==> src/rtl/manchester_pkg.sv <==
// manchester_pkg: shared FSM state encoding, mid-bit timing window helpers and polarity codes
package manchester_pkg;

    typedef enum logic [1:0] {HUNT, ACQ, SEARCH, DATA} state_e;

    localparam bit POL_IEEE   = 1'b0;
    localparam bit POL_THOMAS = 1'b1;

    function automatic int win_lo(input int osr);
        return (3 * osr) / 4;
    endfunction

    function automatic int win_hi(input int osr);
        return (5 * osr) / 4;
    endfunction

endpackage

==> src/rtl/man_edge_sync.sv <==
// man_edge_sync: two-flop synchroniser for the raw line plus a change-detect register
module man_edge_sync (
    input  logic clk,
    input  logic rst,
    input  logic din_i,
    output logic level_o,
    output logic edge_o
);
    logic s1_q, s2_q, lvl_q;

    always_ff @(posedge clk or posedge rst) begin
        if (rst) begin
            s1_q  <= 1'b0;
            s2_q  <= 1'b0;
            lvl_q <= 1'b0;
        end else begin
            s1_q  <= din_i;
            s2_q  <= s1_q;
            lvl_q <= s2_q;
        end
    end

    assign level_o = s2_q;
    assign edge_o  = s2_q ^ lvl_q;

endmodule

==> src/rtl/manchester_rx_framer.sv <==
// manchester_rx_framer: oversampled Manchester bit recovery, sync-word search and word deserialisation
// cnt_q holds the number of clk cycles elapsed since the last accepted edge (1 in the cycle after it).
module manchester_rx_framer
    import manchester_pkg::*;
#(
    parameter int                OSR       = 16,
    parameter int                WORD_W    = 8,
    parameter logic [WORD_W-1:0] SYNC_WORD = WORD_W'('hD5),
    parameter bit                POLARITY  = POL_IEEE
) (
    input  logic              clk,
    input  logic              rst,
    input  logic              en,
    input  logic              Man_data,
    output logic              bit_stb,
    output logic              bit_out,
    output logic              locked,
    output logic              sync_det,
    output logic [WORD_W-1:0] data_out,
    output logic              data_valid,
    output logic              frame_end,
    output logic              err
);
    localparam int LO = win_lo(OSR);
    localparam int HI = win_hi(OSR);
    localparam int CW = $clog2(HI + 2);
    localparam int BW = $clog2(WORD_W);
    localparam logic [CW-1:0] LO_C   = CW'(LO);
    localparam logic [CW-1:0] HI_C   = CW'(HI);
    localparam logic [CW-1:0] SAT_C  = CW'(HI + 1);
    localparam logic [CW-1:0] ONE_C  = CW'(1);
    localparam logic [BW-1:0] LAST_C = BW'(WORD_W - 1);

    logic level, edge_det;

    man_edge_sync u_sync (
        .clk     (clk),
        .rst     (rst),
        .din_i   (Man_data),
        .level_o (level),
        .edge_o  (edge_det)
    );

    state_e            state_q, state_d;
    logic [CW-1:0]     cnt_q, cnt_d;
    logic [WORD_W-1:0] sr_q, sr_d, dout_q, dout_d, shifted;
    logic [BW-1:0]     bcnt_q, bcnt_d;
    logic              stb_q, stb_d, bit_q, bit_d, sync_q, sync_d;
    logic              wdone_q, wdone_d, dv_q, dv_d, fend_q, fend_d, err_q, err_d;
    logic              rx_bit, in_win, tout, mid;

    assign rx_bit  = level ^ POLARITY;
    assign in_win  = (cnt_q >= LO_C) && (cnt_q <= HI_C);
    assign tout    = cnt_q > HI_C;
    assign mid     = edge_det && in_win;
    assign shifted = {sr_q[WORD_W-2:0], rx_bit};

    always_ff @(posedge clk or posedge rst) begin
        if (rst) begin
            state_q <= HUNT;
            cnt_q   <= '0;
            sr_q    <= '0;
            bcnt_q  <= '0;
            dout_q  <= '0;
            stb_q   <= 1'b0;
            bit_q   <= 1'b0;
            sync_q  <= 1'b0;
            wdone_q <= 1'b0;
            dv_q    <= 1'b0;
            fend_q  <= 1'b0;
            err_q   <= 1'b0;
        end else begin
            state_q <= state_d;
            cnt_q   <= cnt_d;
            sr_q    <= sr_d;
            bcnt_q  <= bcnt_d;
            dout_q  <= dout_d;
            stb_q   <= stb_d;
            bit_q   <= bit_d;
            sync_q  <= sync_d;
            wdone_q <= wdone_d;
            dv_q    <= dv_d;
            fend_q  <= fend_d;
            err_q   <= err_d;
        end
    end

    always_comb begin
        state_d = state_q;
        cnt_d   = (cnt_q == SAT_C) ? cnt_q : cnt_q + 1'b1;
        sr_d    = sr_q;
        bcnt_d  = bcnt_q;
        stb_d   = 1'b0;
        bit_d   = bit_q;
        sync_d  = 1'b0;
        wdone_d = 1'b0;
        fend_d  = 1'b0;
        err_d   = 1'b0;
        dv_d    = wdone_q;
        dout_d  = wdone_q ? sr_q : dout_q;
        if (!en) begin
            state_d = HUNT;
            cnt_d   = '0;
            sr_d    = '0;
            bcnt_d  = '0;
            dv_d    = 1'b0;
            dout_d  = dout_q;
        end else begin
            case (state_q)
                HUNT: begin
                    if (edge_det) begin
                        cnt_d   = ONE_C;
                        state_d = ACQ;
                    end
                end
                ACQ: begin
                    if (tout) begin
                        state_d = HUNT;
                    end else if (edge_det) begin
                        cnt_d = ONE_C;
                        if (in_win) begin
                            stb_d   = 1'b1;
                            bit_d   = rx_bit;
                            sr_d    = shifted;
                            state_d = SEARCH;
                        end
                    end
                end
                default: begin
                    // Losing the line mid-word is an error; losing it on a word boundary ends the frame.
                    if (tout) begin
                        state_d = HUNT;
                        sr_d    = '0;
                        bcnt_d  = '0;
                        fend_d  = (state_q == DATA) && (bcnt_q == '0);
                        err_d   = (state_q == DATA) && (bcnt_q != '0);
                    end else if (mid) begin
                        cnt_d = ONE_C;
                        stb_d = 1'b1;
                        bit_d = rx_bit;
                        sr_d  = shifted;
                        if (state_q == SEARCH) begin
                            if (shifted == SYNC_WORD) begin
                                sync_d  = 1'b1;
                                bcnt_d  = '0;
                                state_d = DATA;
                            end
                        end else begin
                            wdone_d = bcnt_q == LAST_C;
                            bcnt_d  = (bcnt_q == LAST_C) ? '0 : bcnt_q + 1'b1;
                        end
                    end
                end
            endcase
        end
    end

    assign bit_stb    = stb_q;
    assign bit_out    = bit_q;
    assign locked     = (state_q == SEARCH) || (state_q == DATA);
    assign sync_det   = sync_q;
    assign data_out   = dout_q;
    assign data_valid = dv_q;
    assign frame_end  = fend_q;
    assign err        = err_q;

endmodule
==> config.mk <==
export PLATFORM = sky130hd
export DESIGN_NAME = manchester_rx_framer
export DESIGN_NICKNAME = d
export VERILOG_FILES = /design/src/rtl/manchester_pkg.sv /design/src/rtl/man_edge_sync.sv /design/src/rtl/manchester_rx_framer.sv
export SDC_FILE = /design/constraint.sdc
export NUM_CORES = 1
export LEC_CHECK = 0
export BUFFER_PORTS_ARGS = -buffer_cell sky130_fd_sc_hd__buf_2
export CELL_PAD_IN_SITES_DETAIL_PLACEMENT = 1
export CELL_PAD_IN_SITES_GLOBAL_PLACEMENT = 2
export CORE_MARGIN = 8
export CORE_UTILIZATION = 34
export DETAILED_ROUTE_END_ITERATION = 8
export GPL_TIMING_DRIVEN = 0
export PLACE_DENSITY = 0.79
export SKIP_CTS_REPAIR_TIMING = 1
export SYNTH_ARGS = -nofsm -noshare
export SYNTH_HDL_FRONTEND = slang
export SYNTH_HIERARCHICAL = 1
export SYNTH_SLANG_ARGS = --single-unit
export TNS_END_PERCENT = 100
==> constraint.sdc <==
create_clock -name clk -period 1.92 [get_ports clk]
set_input_delay 0.384 -clock clk [delete_from_list [all_inputs] [get_ports clk]]
set_output_delay 0.384 -clock clk [all_outputs]
set_load 0.005 [all_outputs]
### Yosys cells after proc, flatten, opt, wreduce, memory -nomap -nowiden

Cells that the tools add are included.

| word-level totals | value |
|---|---|
| flip-flop bits (word level) | 36 |
| input port bits | 4 |
| word-level logic and storage cells | 122 |

| operators by class | value |
|---|---|
| $add $sub $neg | 2 |
| order comparisons | 3 |
| eq/ne operators | 22 |
| mux-type cells | 62 |
| bitwise gates (word level) | 3 |
| reduce and logical (&&, ||, !) cells | 15 |

Operator list:

| cell | count |
|---|---|
| $mux 8 | 6 |
| $mux 5 | 6 |
| $mux 1 | 29 |
| $mux 3 | 7 |
| $mux 2 | 9 |
| $pmux 8 s2 | 1 |
| $ne 5x1->1 const B | 3 |
| $ne 3x3->1 const B | 4 |
| $reduce_and 6->1 | 2 |
| $pmux 5 s2 | 1 |
| $eq 8x8->1 const B | 1 |
| $ne 2x2->1 const B | 4 |
| $ne 4x4->1 const B | 2 |
| $add 5x1->5 const B | 1 |
| $eq 5x5->1 const B | 1 |
| $ge 5x4->1 const B | 1 |
| $gt 5x5->1 const B | 1 |
| $le 5x5->1 const B | 1 |
| $reduce_and 5->1 | 1 |
| $eq 2x2->1 const B | 2 |
| $logic_and 1x1->1 | 4 |
| $ne 4x1->1 const B | 1 |
| $ne 4x3->1 const B | 1 |
| $pmux 1 s2 | 2 |
| other kinds (15) | 16 |

### Logic depth before layout (Yosys ltp)

| depth | value |
|---|---|
| depth in word-level cells | 7 |
| depth in mapped cells | 8 |
| gate-level depth less buffers | 7 |

### By module

The synthesis kept the hierarchy.

Modules (own cells, without submodules):

| module | instances | cells each | area each (um2) | seq. area each (um2) |
|---|---|---|---|---|
| manchester_rx_framer | 1 | 150 | 1686.6 | 825.8 |
| man_edge_sync | 1 | 5 | 87.6 | 75.1 |

### Worst setup path after synthesis

OpenSTA, ideal clock, no wires.

| timing path | value |
|---|---|
| path kind | register -> register |
| from | reg u_sync.s2_q, in the netlist u_sync/level_o |
| to | reg bit_q, in the netlist bit_out |
| setup time | 0.125 ns |
| arrival | 1.737 ns |
| data required time | 1.795 ns |
| slack | 0.058 ns |
| stages on the path, launching flop included | 7 |
| clock period less this slack | 1.862 ns |
| cells stage by stage | dfrtp_1 > xor2_1 > nand3b_1 > o21a_1 > buf_6 > a221o_1 > mux2_4 |

| between the ends | value |
|---|---|
| word-level cells in the longest chain between the ends | 4 |

RTL lines:

| item | RTL line | RTL |
|---|---|---|
| start, declared | man_edge_sync.sv:9 | `logic s1_q, s2_q, lvl_q;` |
| start signal, assigned | man_edge_sync.sv:18 | `s2_q <= s1_q;` |
| $xor 1x1->1 (*) | man_edge_sync.sv:24 | `assign edge_o = s2_q ^ lvl_q;` |
| net edge_det | manchester_rx_framer.sv:34 | `logic level, edge_det;` |
| $logic_and 1x1->1 | manchester_rx_framer.sv:55 | `assign mid = edge_det && in_win;` |
| $reduce_bool 2->1 (no line) | n/a |  |
| $reduce_and 6->1 (no line) (*) | n/a |  |
| end signal, assigned | manchester_rx_framer.sv:79 | `bit_q <= bit_d;` |
| end, declared | manchester_rx_framer.sv:48 | `logic stb_q, stb_d, bit_q, bit_d, sync_q, sync_d;` |

Mark *: on every way through the listed nets, which the timed path passes. The rest lies on a longest branch. The select of a mux whose other input is x is not followed.
A chain may end at the register's enable or synchronous reset.

### Worst setup path in the final report

| timing path | value |
|---|---|
| from | reg state_q[0] |
| to | out locked |

| between the ends | value |
|---|---|
| word-level cells in the longest chain between the ends | 2 |

RTL lines:

| item | RTL line | RTL |
|---|---|---|
| start, declared | manchester_rx_framer.sv:44 | `state_e state_q, state_d;` |
| start signal, assigned | manchester_rx_framer.sv:73 | `state_q <= state_d;` |
| $eq 2x2->1 | manchester_rx_framer.sv:160 | `assign locked = (state_q == SEARCH) \|\| (state_q == DATA);` |
| $logic_or 1x1->1 (*) | manchester_rx_framer.sv:160 |  |
| end, declared | manchester_rx_framer.sv:17 | `output logic locked,` |

Mark *: on every way between the ends. The rest lies on a longest branch, timed or not.

==> flow_metrics.env <==
export IMPL_status="finished, final reports clean"
export IMPL_setup_viol=0
export IMPL_use_met1_pct=12.0
export IMPL_path_clk_slew_ns=0.07
export IMPL_dr_pass1_iters=4
export IMPL_hpwl_um=2670
export IMPL_start_kind="flop"
export IMPL_area_growth_pct=22.1
export IMPL_slew_violations=0
export IMPL_grt_pass1_vias=1289
export IMPL_cp_slowest_cell="dfrtp_2"
export IMPL_critPathRequiredTime_ns=1.54
export IMPL_place_ws_ns=-0.317
export IMPL_die_area_mm2=0.00779
export IMPL_crit_path_end_kind="primary output"
export IMPL_async_flop_share_pct=100
export IMPL_viasPerCell=4.91
export IMPL_gr_usage_met3_pct=3.53
export IMPL_layout_setup_ws_ns=0.0734
export IMPL_relSlewSlack_pct=60.4
export IMPL_ios=19
export IMPL_comb_power_share_pct=33.1
export IMPL_die_x_um=88.2
export IMPL_gr_max_usage_layer="met2"
export IMPL_multi_input_area_um2=815
export IMPL_tritoncts_num_buffers=5
export IMPL_cp_cell_sequence="inv_1 > ha_1 > or2_2 > buf_2"
export IMPL_synthFlopType="dfrtp_1"
export IMPL_p_seq_share_pct=41.1
export IMPL_tightestPinTransition_ns=0.591
export IMPL_final_layout_size_suffix_gt1_share_pct=31.7
export IMPL_wire_per_inst_um=14.7
export IMPL_clkSinkCount=36
export IMPL_worstPathArrival_ns=1.46
export IMPL_cp_max_fo=5
export IMPL_fp_dieH_um=88.2
export IMPL_grt_pass1_wl_um=6260
export IMPL_grt_max_degree=34
export IMPL_netlist_instances=155
export IMPL_overflow=0
export IMPL_h_tree_depth=2
export IMPL_fillers=572
export IMPL_antenna_found_initial=0
export IMPL_start_util_pct=35.0
export IMPL_hold_class="input pin to flop"
export IMPL_ir_worst_vdd_mv=0.436
export IMPL_slowest_delay_ns=0.41
export IMPL_swShare_pct=32.3
export IMPL_clkPwrFrac_pct=25.7
export IMPL_ctsRootBufferMaster="clkbuf_8"
export IMPL_path_class="flop to primary output"
export IMPL_dr_first_iter_drc_count=33
export IMPL_power_switching_uw=713
export IMPL_final_setup_skew_ns=0.00490
export IMPL_drt_total_wl_um=3760
export IMPL_p_leak_uw=0.00104
export IMPL_fin_crit_sh_pct=96.2
export IMPL_period_minus_slack_ns=1.85
export IMPL_ant_nets=0
export IMPL_vias=1257
export IMPL_p_int_uw=1490
export IMPL_rows=26
export IMPL_synth_net_count=169
export IMPL_cts_tree="yes"
export IMPL_cap_viol_max_count=0
export IMPL_io_buffers=17
export IMPL_layout_nets=200
export IMPL_yosysWarnings=6
export IMPL_use_met2_pct=17.2
export IMPL_drc=0
export IMPL_post_dp_cell_area_mm2=0.00195
export IMPL_coreArea_mm2=0.00507
export IMPL_gp_congestion=0.776
export IMPL_stdcell_area_mm2=0.00217
export IMPL_syn_area_per_cell_um2=11.4
export IMPL_syn_cell_area_mm2=0.00177
export IMPL_ys_types=40
export IMPL_seq_area_um2=903
export IMPL_clock_latency_ns=0.28
export IMPL_p_per_area_mw_per_mm2=1020
export IMPL_synth_edf_count=0
export IMPL_num_antenna_cells=0
export IMPL_ys_seq_area_share_pct=50.8
export IMPL_track_usage_pct=10.3
export IMPL_ys_seq_elements=36
export IMPL_max_freq_mhz=542
export IMPL_finalHoldViolations=0
export IMPL_max_clock_path_buffers=2
==> path summary, 6_finish.rpt <==
check | start | endpoint | slack, ns | depth (start not counted)
worst max register to register | u_sync/level_o$_DFF_PP0_ | bit_out$_DFFE_PP0P_ | 0.09 | 6
worst min register to register | u_sync/s1_q$_DFF_PP0_ | u_sync/level_o$_DFF_PP0_ | 0.37 | 0
worst min-delay path | Man_data | u_sync/s1_q$_DFF_PP0_ | 0.21 | 1
worst max-delay path | state_q[0]$_DFFE_PP0P_ | locked | 0.07 | 4
min in group asynchronous | rst | u_sync/s1_q$_DFF_PP0_ | 0.52 | 3
max in group asynchronous | rst | wdone_q$_DFF_PP0_ | 0.83 | 4
==> cell usage in the layout (no fill, tap or decap), drive strengths merged <==
master,count
dfrtp,36
buf,28
inv,13
nor2,11
mux2,11
ha,10
nand2,8
a22o,8
o21ai,8
clkbuf,7
a21oi,7
o21a,4
nand3,4
xnor2,3
nand4,2
nand4b,2
mux2i,2
nor3,2
o2111ai,2
xor2,2
o32ai,1
and2b,1
nor4bb,1
nand3b,1
a211oi,1
o22ai,1
a221o,1
a31oi,1
a21o,1
o31ai,1
or2,1
nor3b,1
nor4b,1
nor4,1
clkinv,1
dlygate4sd3,1
==> registers in the layout, summed over array words and instances, names as in the netlist <==
| signal | flops |
|---|---|
| wdone_q | 1 |
| data_valid | 1 |
| data_out | 8 |
| cnt_q | 5 |
| u_sync/lvl_q | 1 |
| frame_end | 1 |
| bcnt_q | 3 |
| sr_q | 8 |
| err | 1 |
| bit_out | 1 |
| u_sync/s1_q | 1 |
| u_sync/level_o | 1 |
| bit_stb | 1 |
| sync_det | 1 |
| state_q | 2 |
==> worst max-delay path: cells and delay by family (launching register included) <==
family / cells / cell delay [ns]
DFF: 1 / 0.41
buffers and inverters: 2 / 0.22
adders and majority gates: 1 / 0.26
and+or+nand+nor: 1 / 0.30
==> cells by family after synthesis <==
group / share of synthesized area (%)
compound gates: 14.7
simple gates: 10.8
flops: 50.8
buf+inv: 5.92
mux: 8.32
fa+ha+maj: 7.05
xor+xnor: 2.47
==> per-layer routing <==
layer	part of all wire (%)	wire, µm
met5	0	0
met4	0.91	34
met3	5.0	187
met2	50	1860
met1	44	1670
==> layout make-up <==
type | instances | area share, %
Buffer | 5 | 2.42
Clock buffer | 7 | 4.45
Multi-Input combinational cell | 100 | 37.6
Timing Repair Buffer | 24 | 7.39
Inverter | 14 | 2.42
Sequential cell | 36 | 41.7
Tap cell | 70 | 4.04
==> power by group through the flow <==
| stage | Sequential [µW] | Clock, µW | Combinational (µW) |
|---|---|---|---|
| 2_1_floorplan | 898 | 0 | 502 |
| 3_3_place_gp | 912 | 0 | 618 |
| 3_5_place_dp | 917 | 0 | 642 |
| 4_1_cts | 902 | 589 | 648 |
| 5_1_grt | 916 | 632 | 826 |
| 6_report | 907 | 567 | 731 |
==> synth_stat cells (all sizes together), types with 2 or more instances <==
| cell type | number | area share [%] |
|---|---|---|
| a21oi | 7 | 2.2 |
| a22o | 8 | 3.9 |
| buf | 5 | 3.0 |
| dfrtp | 36 | 51 |
| ha | 10 | 7.1 |
| inv | 14 | 3.0 |
| mux2 | 11 | 7.2 |
| mux2i | 2 | 1.1 |
| nand2 | 8 | 1.7 |
| nand3 | 4 | 1.1 |
| nand4 | 2 | 0.71 |
| nand4b | 2 | 0.99 |
| nor2 | 11 | 2.3 |
| nor3 | 2 | 0.85 |
| o2111ai | 2 | 1.3 |
| o21a | 4 | 1.7 |
| o21ai | 8 | 2.5 |
| xnor2 | 3 | 1.5 |
| xor2 | 2 | 0.99 |
==> metrics by stage <==
| step | hold slack (ns) | TNS [ns] | std cells | power [µW] | utilization [%] |
|---|---|---|---|---|---|
| 4_1_cts | -0.0458 | -3.75 | 249 | 2140 | 40.3 |
| 5_1_grt | 0.191 | -0.00933 | 256 | 2370 | 42.7 |
| 3_5_place_dp | 0.265 | -3.90 | 242 | 1560 | 38.4 |
| 2_1_floorplan | 0.138 | 0 | 155 | 1400 | - |
| 3_3_place_gp | 0.259 | -2.81 | 242 | 1530 | 38.4 |
| 6_report | 0.206 | 0 | 256 | 2200 | 42.7 |
Power figures use the tool's default switching activity.
